==> src/rtl/eyeriss_glb_multicast.sv <==
// GLB-to-PE multicast feeder: buffers tagged GLB words and issues them on the
// shared PE bus with a one-hot type strobe, one job of cfg_words words per start.
module eyeriss_glb_multicast #(
    parameter int DEPTH = 4,
    parameter int CNT_W = 12
) (
    input  logic             CLK,
    input  logic             clr,
    input  logic             cfg_start,
    input  logic [CNT_W-1:0] cfg_words,
    input  logic             glb_valid,
    input  logic [15:0]      glb_data,
    input  logic [7:0]       glb_id,
    input  logic [1:0]       glb_type,
    output logic             glb_ready,
    input  logic             stall,
    output logic [15:0]      data_o,
    output logic [7:0]       id_o,
    output logic             getdata_fil,
    output logic             getdata_map,
    output logic             getdata_psum,
    output logic             busy,
    output logic             done,
    output logic [CNT_W-1:0] err_cnt
);

    localparam int AW = $clog2(DEPTH);
    localparam int EW = 26;

    typedef enum logic [1:0] {
        IDLE  = 2'd0,
        RUN   = 2'd1,
        DRAIN = 2'd2,
        FIN   = 2'd3
    } state_t;

    state_t           state_q, state_d;
    logic [CNT_W-1:0] acc_cnt_q, acc_cnt_d;
    logic [CNT_W-1:0] cfg_words_q, cfg_words_d;
    logic [CNT_W-1:0] err_cnt_q, err_cnt_d;
    logic [AW:0]      wr_ptr_q, rd_ptr_q;
    logic [EW-1:0]    mem_q [DEPTH];
    logic [15:0]      data_q;
    logic [7:0]       id_q;
    logic             fil_q, map_q, psum_q;

    logic             full_s, empty_s, ready_s, accept_s, push_s, pop_s;
    logic [CNT_W-1:0] acc_inc_s;
    logic [EW-1:0]    head_s;

    // FIFO flags, handshake qualifiers and the head entry.
    always_comb begin
        full_s    = (wr_ptr_q[AW] != rd_ptr_q[AW]) &&
                    (wr_ptr_q[AW-1:0] == rd_ptr_q[AW-1:0]);
        empty_s   = (wr_ptr_q == rd_ptr_q);
        ready_s   = (state_q == RUN) && !full_s && (acc_cnt_q < cfg_words_q);
        accept_s  = glb_valid && ready_s;
        push_s    = accept_s && (glb_type != 2'd3);
        pop_s     = !empty_s && !stall;
        acc_inc_s = acc_cnt_q + {{(CNT_W-1){1'b0}}, 1'b1};
        head_s    = mem_q[rd_ptr_q[AW-1:0]];
    end

    // Job sequencing and word/error counters; illegal words are consumed but counted as errors.
    always_comb begin
        state_d     = state_q;
        acc_cnt_d   = acc_cnt_q;
        cfg_words_d = cfg_words_q;
        err_cnt_d   = err_cnt_q;
        case (state_q)
            IDLE: begin
                if (cfg_start) begin
                    cfg_words_d = cfg_words;
                    if (cfg_words != {CNT_W{1'b0}}) begin
                        state_d   = RUN;
                        acc_cnt_d = {CNT_W{1'b0}};
                        err_cnt_d = {CNT_W{1'b0}};
                    end else begin
                        state_d = FIN;
                    end
                end else begin
                    state_d = IDLE;
                end
            end
            RUN: begin
                if (accept_s) begin
                    acc_cnt_d = acc_inc_s;
                    if (glb_type == 2'd3 && err_cnt_q != {CNT_W{1'b1}}) begin
                        err_cnt_d = err_cnt_q + {{(CNT_W-1){1'b0}}, 1'b1};
                    end else begin
                        err_cnt_d = err_cnt_q;
                    end
                    if (acc_inc_s == cfg_words_q) begin
                        state_d = DRAIN;
                    end else begin
                        state_d = RUN;
                    end
                end else begin
                    state_d = RUN;
                end
            end
            DRAIN: begin
                if (empty_s) begin
                    state_d = FIN;
                end else begin
                    state_d = DRAIN;
                end
            end
            FIN:     state_d = IDLE;
            default: state_d = IDLE;
        endcase
    end

    // Control state registers.
    always_ff @(posedge CLK or negedge clr) begin
        if (!clr) begin
            state_q     <= IDLE;
            acc_cnt_q   <= {CNT_W{1'b0}};
            cfg_words_q <= {CNT_W{1'b0}};
            err_cnt_q   <= {CNT_W{1'b0}};
        end else begin
            state_q     <= state_d;
            acc_cnt_q   <= acc_cnt_d;
            cfg_words_q <= cfg_words_d;
            err_cnt_q   <= err_cnt_d;
        end
    end

    // FIFO storage; contents need no reset since the pointers define validity.
    always_ff @(posedge CLK) begin
        if (push_s) begin
            mem_q[wr_ptr_q[AW-1:0]] <= {glb_type, glb_id, glb_data};
        end
    end

    // FIFO pointers with an extra wrap bit to tell full from empty.
    always_ff @(posedge CLK or negedge clr) begin
        if (!clr) begin
            wr_ptr_q <= {(AW+1){1'b0}};
            rd_ptr_q <= {(AW+1){1'b0}};
        end else begin
            if (push_s) begin
                wr_ptr_q <= wr_ptr_q + {{AW{1'b0}}, 1'b1};
            end
            if (pop_s) begin
                rd_ptr_q <= rd_ptr_q + {{AW{1'b0}}, 1'b1};
            end
        end
    end

    // Issue stage: a popped entry becomes one bus beat; data/id hold between beats.
    always_ff @(posedge CLK or negedge clr) begin
        if (!clr) begin
            data_q <= 16'h0000;
            id_q   <= 8'h00;
            fil_q  <= 1'b0;
            map_q  <= 1'b0;
            psum_q <= 1'b0;
        end else if (pop_s) begin
            data_q <= head_s[15:0];
            id_q   <= head_s[23:16];
            case (head_s[25:24])
                2'd0: begin fil_q <= 1'b1; map_q <= 1'b0; psum_q <= 1'b0; end
                2'd1: begin fil_q <= 1'b0; map_q <= 1'b1; psum_q <= 1'b0; end
                2'd2: begin fil_q <= 1'b0; map_q <= 1'b0; psum_q <= 1'b1; end
                default: begin fil_q <= 1'b0; map_q <= 1'b0; psum_q <= 1'b0; end
            endcase
        end else begin
            fil_q  <= 1'b0;
            map_q  <= 1'b0;
            psum_q <= 1'b0;
        end
    end

    assign glb_ready    = ready_s;
    assign data_o       = data_q;
    assign id_o         = id_q;
    assign getdata_fil  = fil_q;
    assign getdata_map  = map_q;
    assign getdata_psum = psum_q;
    assign busy         = (state_q != IDLE);
    assign done         = (state_q == FIN);
    assign err_cnt      = err_cnt_q;

endmodule

==> config.mk <==
export PLATFORM = sky130hd
export DESIGN_NAME = eyeriss_glb_multicast
export DESIGN_NICKNAME = d
export VERILOG_FILES = /design/src/rtl/eyeriss_glb_multicast.sv
export SDC_FILE = /design/constraint.sdc
export NUM_CORES = 1
export LEC_CHECK = 0
export CORE_ASPECT_RATIO = 1.4
export CORE_MARGIN = 4
export CORE_UTILIZATION = 53
export CTS_BUF_LIST = sky130_fd_sc_hd__clkbuf_8
export DETAILED_ROUTE_END_ITERATION = 6
export PLACE_DENSITY = 0.79
export SKIP_LAST_GASP = 1
export SYNTH_ARGS = -nofsm -noshare
export SYNTH_HDL_FRONTEND = slang
export SYNTH_SLANG_ARGS = --single-unit
==> constraint.sdc <==
create_clock -name CLK -period 3.1 [get_ports CLK]
set_input_delay 0.62 -clock CLK [delete_from_list [all_inputs] [get_ports CLK]]
set_output_delay 0.62 -clock CLK [all_outputs]
set_load 0.1 [all_outputs]
Word-level counts from Yosys, hierarchy flattened
Memory sizes are Yosys's and may differ from the RTL's.
Cells that the tools add are included.
W data, S select, Z words.
- reduce and logical (&&, ||, !) cells: 18
- mux-type cells: 21
- $add $sub $neg: 4
- magnitude comparators: 1
- eq/ne operators: 16
- operators with widths (kind ; number):
    $mux W12 ; 5
    $pmux W12 S2 ; 2
    $add A12 B1 Y12 const B ; 2
    $eq A12 B12 Y1 ; 1
    $lt A12 B12 Y1 ; 1
    $ne A12 B12 Y1 const B ; 1
    $reduce_bool A12 Y1 ; 1
    $mux W1 ; 9
    $eq A2 B2 Y1 const B ; 4
    $mux W2 ; 4
    $ne A2 B2 Y1 const B ; 4
    $pmux W2 S4 ; 1
    $logic_and A1 B1 Y1 ; 7
    $add A3 B1 Y3 const B ; 2
    $reduce_and A5 Y1 ; 1
    $eq A2 B1 Y1 const B ; 2
    $logic_not A2 Y1 ; 2
    $reduce_and A4 Y1 ; 1
    $reduce_bool A2 Y1 ; 2
    $eq A3 B3 Y1 ; 1
    $logic_not A1 Y1 ; 3
    $eq A2 B2 Y1 ; 1
    $ne A2 B1 Y1 const B ; 1
    $reduce_and A2 Y1 ; 1
    $ne A1 B1 Y1 ; 1
- register bits after elaboration: 71
- bits of input ports: 43
- output and inout port bits: 42
- memories kept: 1
- memory bits (writable): 104
- memory list (memory ; words ; width ; rd ports ; clocked after memory_dff ; write ports ; line ; text):
    mem_q ; 4 ; 26 ; 1 ; 0 ; 1 ; 42 ; logic [EW-1:0] mem_q [DEPTH];

Longest topological paths before layout
Gate-level depths: netlist of run 1.
- depth after elaboration: 9
- gate-level depth with buffers: 10

Worst setup path after synthesis of run 1
No wires, ideal clock.
- kind: reg2reg
- from: register acc_cnt_q[9]
- to: memory mem_q[0][0] (enable)
- path slack: 0.041 ns
- library setup time: 0.385 ns
- cell stages (with the launch flop): 9
- arrival time: 2.673 ns
- required time: 2.715 ns
- cells stage by stage: dfrtp_1 ha_1 a21o_1 a311o_1 a211oi_2 and3_1 buf_2 buf_4 and3_1
- word-level cells in the longest chain between the ends: 6
- ends and longest elaborated chain (item ; line ; text):
    from (decl) ; 38 ; logic [CNT_W-1:0] acc_cnt_q, acc_cnt_d;
    from (signal assigned) ; 118 ; acc_cnt_q <= {CNT_W{1'b0}};
    from (signal assigned) ; 123 ; acc_cnt_q <= acc_cnt_d;
    $lt A12 B12 Y1 ; 56 ; ready_s = (state_q == RUN) && !full_s && (acc_cnt_q < cfg_words_q);
    $logic_and A1 B1 Y1 ; 56 ;
    $logic_and A1 B1 Y1 ; 57 ; accept_s = glb_valid && ready_s;
    $logic_and A1 B1 Y1 ; 58 ; push_s = accept_s && (glb_type != 2'd3);
    $mux W1 ; 131 ; if (push_s) begin
    $mux W1 (not written as such) ; 132 ; mem_q[wr_ptr_q[AW-1:0]] <= {glb_type, glb_id, glb_data};
    to (decl) ; 42 ;
Every way passes these cells.

Final worst setup path of run 1
- from: register acc_cnt_q[9]
- to: output port glb_ready
- word-level cells in the longest chain between the ends: 2
- ends and longest elaborated chain (item ; line ; text):
    $lt A12 B12 Y1 ; 56 ;
    $logic_and A1 B1 Y1 ; 56 ;
    to (decl) ; 15 ; output logic glb_ready,
Every way passes these cells.

==> results.toml, run 1 <==
[run_status]
status = "complete, no violations"

[job]
cap_violations = 0

[place]
io_buffer_count = 84
place.gp.congestion = 0.909
dp_hpwl_mm = 10.5
dpl_worst_slack_ns = 0.494

[hold_path]
hp-class = "in -> async"

[sta]
setup_tns_ns = 0
period_minus_slack_ns = 2.98
finalClockSkew_ns = 0.0166
timing_hold_violations_final = 0
slew_headroom_pct = 39.0
setup_violations = 0
post-route-period-util_pct = 96.0
drv_slew = 0
hold_ws_ns = 0.294
max_slew.worst_pin.slew_ns = 0.915
fin_ws_ns = 0.125
rsz0062_at_grt = "false"
clock.fmax_mhz = 336

[logic_synthesis]
ys_types = 50
synth_edf_count = 104
ys.warnings.count = 0
synth_top_family_by_area = "multiplexers"
avgSynthCellArea_um2 = 14.6
ys_ff_latch = 175
synth-compound-area-share_pct = 7.07
synth-simple-area-share_pct = 7.62
syn-num-nets = 577
synth_xor_xnor_area_share_pct = 2.79
synth_flop_cell = "edfxtp_1"
syn_inst = 515
synth.area.mux_share_pct = 12.1
yosysSeqAreaShare_pct = 65.0
syn_area_um2 = 7540
synthArstFlopShare_pct = 40.6
synthAdderAreaFrac_pct = 3.15

[global_routing]
grt_pass1_wl_mm = 24.8
grt_max_degree = 72
grt_overflow = 0
antenna_found_initial = 0
grt_usage_pct = 20.2
grt_pass1_vias = 4764

[drt]
drtAntennaViolNets = 0
routed_wl_mm = 15.2
drt_first_pass_iters = 5
viasPerCell = 5.65
avgRoutedWirePerCell_um = 18.8
drtIter0Drc = 234
vias = 4566
remaining_drc_errors = 0

[cells_and_area]
layout-area-overhead-vs-synth_pct = 18.8
antennaDiodeCount = 0
multiInputGateArea_um2 = 2470
layout.nets = 672
n_fill_cell = 1052
final_core_util_pct = 64.4
regArea_um2 = 4900
drive_above_1_share_pct = 23.9

[clocking]
postCtsHoldBufs = 0
h-tree-depth = 4
cts_tree = "done"
post_cts_resized = 0
post_cts_buffers = 0
max-clock-path-buffers = 2
numCtsBuffers = 17
cts.sinks = 175
insertion_delay_ns = 0.46
cts.reportedPaths.clkPinSlew_ns = 0.09
cts_root_buf = "clkbuf_8"

[floorplan]
die_y_um = 149
rows = 51
die-area_um2 = 16200
core_um2 = 13900
die_width_um = 109
io_pins = 85
start_util_pct = 54.2

[power]
vdd_drop_max_v = 0.000903
p_per_area_nw_per_um2 = 954
power_mw = 8.55
p_leak_nw = 3.41

[worst_setup_path]
path_cells = "ha_1 > a21o_1 > a311o_1 > a21oi_1 > and3_1 > buf_12"
slowest_stage = "dfrtp_1"
crit_path_max_fanout = 8
required_ns = 2.48
cp-start-kind = "flop"
crit_path_end_kind = "output port"
crit_arrival_ns = 2.36
crit_type = "reg -> out"
cp_slowest_stage_delay_ns = 0.46
[synthesized netlist by cell type, types with 8 or more instances]
cell,count,area [um2]
a21oi_1,13,65.1
and3_1,10,62.6
buf_2,10,50.1
clkbuf_1,8,30.0
dfrtp_1,71,1780
edfxtp_1,104,3120
ha_1,19,238
inv_1,19,71.3
mux2_2,28,315
mux4_2,26,586
nand2_1,34,128
nand3_1,18,90.1
nor2_1,17,63.8
nor3_1,9,45.0
o21ai_0,35,175
o21ai_1,8,40.0
xnor2_1,13,114
xor2_1,11,96.3
[cells in the final DEF (no fill, tap or decap), types with 2 or more instances in the layout]
cell               n
edfxtp_1         104
dfrtp_1           70
buf_4             53
clkdlybuf4s50_1   41
o21ai_0           35
nand2_1           34
mux2_2            28
mux4_2            26
inv_1             21
ha_1              19
nand3_1           18
nor2_1            17
clkbuf_8          17
a21oi_1           13
xnor2_1           13
xor2_1            11
and3_1            10
nor3_1             9
o21ai_1            8
o31ai_1            6
nand4_1            5
a31oi_1            5
inv_6              5
nor4_1             4
nand2b_1           4
buf_12             4
a21o_1             3
o21bai_1           3
and2_1             3
clkinvlp_4         3
or3_1              2
nor4b_1            2
a41oi_1            2
bufinv_16          2
inv_8              2
[worst paths after layout]
kind                            cells after the start                      end                     start  slack [ns]
worst min-delay path                                1   err_cnt[3]$_DFFE_PN0P_                       clr        0.29
worst max register to register                      7   mem_q[0][14]$_DFFE_PP_  acc_cnt_q[9]$_DFFE_PN0P_        0.47
min in group CLK                                    1  rd_ptr_q[2]$_DFFE_PN0P_   rd_ptr_q[2]$_DFFE_PN0P_        0.51
worst max-delay path                                6                glb_ready  acc_cnt_q[9]$_DFFE_PN0P_        0.12
max in group asynchronous                           1  rd_ptr_q[0]$_DFFE_PN0P_                       clr        2.15
worst min register to register                      1  rd_ptr_q[2]$_DFFE_PN0P_   rd_ptr_q[2]$_DFFE_PN0P_        0.51
[power by group]
| part | total (mW) | internal [mW] | switching [mW] |
|---|---|---|---|
| Combinational | 3.74 | 1.19 | 2.55 |
| Sequential | 3.24 | 2.98 | 0.262 |
| Clock | 1.57 | 0.731 | 0.834 |
| Total | 8.55 | 4.90 | 3.65 |
[layer usage]
| metal | up-vias | global-route usage (%) | routed length [um] |
|---|---|---|---|
| li1 | 2128 | - | - |
| met1 | 2252 | 25.4 | 5840 |
| met2 | 159 | 34.0 | 8050 |
| met3 | 27 | 4.29 | 894 |
| met4 | 0 | 7.96 | 360 |
| met5 | - | 0 | 0 |
[sequential cells by signal (all words and copies together), names as in the netlist]
name          cells
mem_q           104
data_o           16
acc_cnt_q        12
cfg_words_q      12
err_cnt          12
id_o              8
rd_ptr_q          3
wr_ptr_q          3
state_q           2
getdata_fil       1
getdata_map       1
getdata_psum      1
[worst max-delay path: cells and delay by family, from the launching register on]
| family | cells | cell delay, ns |
|---|---|---|
| and+or+nand+nor | 1 | 0.25 |
| buffers and inverters | 1 | 0.19 |
| DFF | 1 | 0.46 |
| AOI/OAI and AO/OA | 3 | 0.66 |
| adders and majority gates | 1 | 0.34 |
[metrics by stage]
stage,cells,area [um2]
6_report,808,8960
3_3_place_gp,776,8560
3_5_place_dp,776,8560
4_1_cts,808,8960
2_1_floorplan,515,7540
5_1_grt,808,8960
[logic make-up (layout without fill, tap and decap cells)]
| group | Yosys count | after routing |
|---|---|---|
| AND/OR/NAND/NOR | 115 | 115 |
| multiplexers | 55 | 55 |
| XOR/XNOR | 24 | 24 |
| flip-flops | 175 | 175 |
| buffers and inverters | 41 | 149 |
| adder cells (fa/ha/maj) | 19 | 19 |
| AO/OA/AOI/OAI | 86 | 86 |
[layout make-up]
cell class                 instances  share of cell area (%)
sequential                       175                    54.7
multi-input combinational        299                    27.6
timing repair buffer              98                    9.92
clock buffer                      17                    2.61
tap                              185                    2.58
clock inverter                    15                    1.80
inverter                          19                   0.796
No activity file was read; power rests on OpenSTA's default activity.
==> run 2: changes to the inputs <==
GPL_TIMING_DRIVEN = 1   (was default)
==> results of run 2 <==
No change in the layout: final DEF, timing and power equal those of run 1.
==> run 3: changes to the inputs <==
CTS_CLUSTER_DIAMETER = 80   (was default)
PLACE_DENSITY = 0.76   (was 0.79)
clock period = 2.88 ns   (was 3.1 ns; I/O delays follow)
==> results.toml, run 3 (synthesized netlist as in run 1, its figures left out) <==
[sta]
drv_slew = 0
slew_headroom_pct = 37.2
setup_violations = 0
clock.fmax_mhz = 362
max_slew.worst_pin.slew_ns = 0.942
timing_hold_violations_final = 0
setup_tns_ns = 0
hold_ws_ns = 0.255
period_minus_slack_ns = 2.76
finalClockSkew_ns = 0.0118
post-route-period-util_pct = 95.9
rsz0062_at_grt = "false"

[clocking]
cts_root_buf = "clkbuf_8"
cts.reportedPaths.clkPinSlew_ns = 0.09
cts_tree = "done"
max-clock-path-buffers = 2
h-tree-depth = 4
cts.sinks = 175
numCtsBuffers = 17
postCtsHoldBufs = 0
insertion_delay_ns = 0.45

[power]
p_leak_nw = 3.47
p_per_area_nw_per_um2 = 1020
vdd_drop_max_v = 0.00105

[worst_setup_path]
cp-start-kind = "flop"
crit_arrival_ns = 2.19
required_ns = 2.30
timing.rr.start = "cfg_words_q[11]$_DFFE_PN0P_"
rr_worst_depth = 8
crit_path_end_kind = "output port"
cp_slowest_stage_delay_ns = 0.45
r2r-end = "mem_q[1][15]$_DFFE_PP_"
crit_type = "reg -> out"
slowest_stage = "a2111o_1"
path_cells = "ha_1 > nor2b_1 > o211ai_1 > a2111o_1 > and3_4 > buf_12"
rrSetupSlack_ns = 0.26
crit_path_max_fanout = 3

[floorplan]
die_width_um = 109
start_util_pct = 54.2
die_y_um = 149
io_pins = 85
die-area_um2 = 16200
core_um2 = 13900
rows = 51

[drt]
avgRoutedWirePerCell_um = 18.9
drt_first_pass_iters = 5
drtAntennaViolNets = 0
remaining_drc_errors = 0
routed_wl_mm = 15.5
vias = 4627
drtIter0Drc = 334
viasPerCell = 5.64

[global_routing]
grt_max_degree = 72
grt_overflow = 0
antenna_found_initial = 0
grt_usage_pct = 20.2
grt_pass1_vias = 4787
grt_pass1_wl_mm = 24.7

[place]
io_buffer_count = 84
dp_hpwl_mm = 10.6
place.gp.congestion = 0.865
dp_cells = 783

[run_status]
status = "complete, no violations"

[cells_and_area]
layout.nets = 684
final_core_util_pct = 65.1
layout_commonest_cell = "edfxtp_1"
drive_above_1_share_pct = 26.3
layout-area-overhead-vs-synth_pct = 20.2
finalNonFillerCells = 820
layout_common_cells = "edfxtp_1 (104), dfrtp_1 (70), buf_4 (66)"
largest_reg_flops = 104
antennaDiodeCount = 0

[job]
cap_violations = 0

[hold_path]
hp-class = "in -> async"
==> run 3: where the power goes <==
part	internal [mW]	switching (mW)	leakage, nW
clock network	0.786	0.897	0.198
registers	3.20	0.279	1.82
logic	1.31	2.76	1.45
total	5.30	3.94	3.47
==> run 3: routing by layer <==
| metal | routed length, um | vias up | share of wire [%] | track usage [%] |
|---|---|---|---|---|
| li1 | - | 2160 | - | - |
| met1 | 6250 | 2306 | 40 | 25.2 |
| met2 | 8270 | 141 | 53 | 34.6 |
| met3 | 760 | 20 | 4.9 | 5.15 |
| met4 | 211 | 0 | 1.4 | 6.38 |
| met5 | 0 | - | 0 | 0 |
==> run 3: area by class of cell <==
| type | count | area (um2) |
|---|---|---|
| tap | 185 | 231 |
| multi-input combinational | 299 | 2500 |
| clock inverter | 15 | 161 |
| fill | 1028 | 4850 |
| clock buffer | 17 | 234 |
| sequential | 175 | 4900 |
| timing repair buffer | 110 | 966 |
| inverter | 19 | 71.3 |
==> run 3: repair_timing <==
| item | 4_1_cts | 5_1_grt |
|---|---|---|
| setup buffers | 0 | 5 |
| endpoints found under the setup margin | 0 | 1 |
| gates resized for setup | 0 | 3 |
==> run 3: worst max path at each step <==
stage / start / end / slack [ns] / cells after the start
floorplan: acc_cnt_q[9]$_DFFE_PN0P_ / mem_q[2][0]$_DFFE_PP_ / 0.09 / 8
global placement: cfg_words_q[9]$_DFFE_PN0P_ / mem_q[1][23]$_DFFE_PP_ / 0.31 / 8
detailed placement: cfg_words_q[9]$_DFFE_PN0P_ / mem_q[1][23]$_DFFE_PP_ / 0.23 / 8
CTS: cfg_words_q[9]$_DFFE_PN0P_ / glb_ready / 0.0008 / 7
global route: cfg_words_q[1]$_DFFE_PN0P_ / glb_ready / 0.02 / 7
finish: acc_cnt_q[1]$_DFFE_PN0P_ / glb_ready / 0.12 / 6
==> run 3: worst max-delay path: cells and delay by family, from the launching register on <==
family	cells	cell delay, ns
adder cells (fa/ha/maj)	1	0.28
AND/OR/NAND/NOR	2	0.33
flip-flops	1	0.41
buffers and inverters	1	0.16
AO/OA/AOI/OAI	2	0.55
==> run 3: metrics by stage <==
stage	cell area (um2)	total power, mW	setup slack, ns
2_1_floorplan	7540	6.58	0.0900
3_3_place_gp	8610	7.53	0.305
3_5_place_dp	8610	7.62	0.228
4_1_cts	9000	9.31	0.000754
5_1_grt	9060	9.67	0.0177
6_report	9060	9.24	0.118
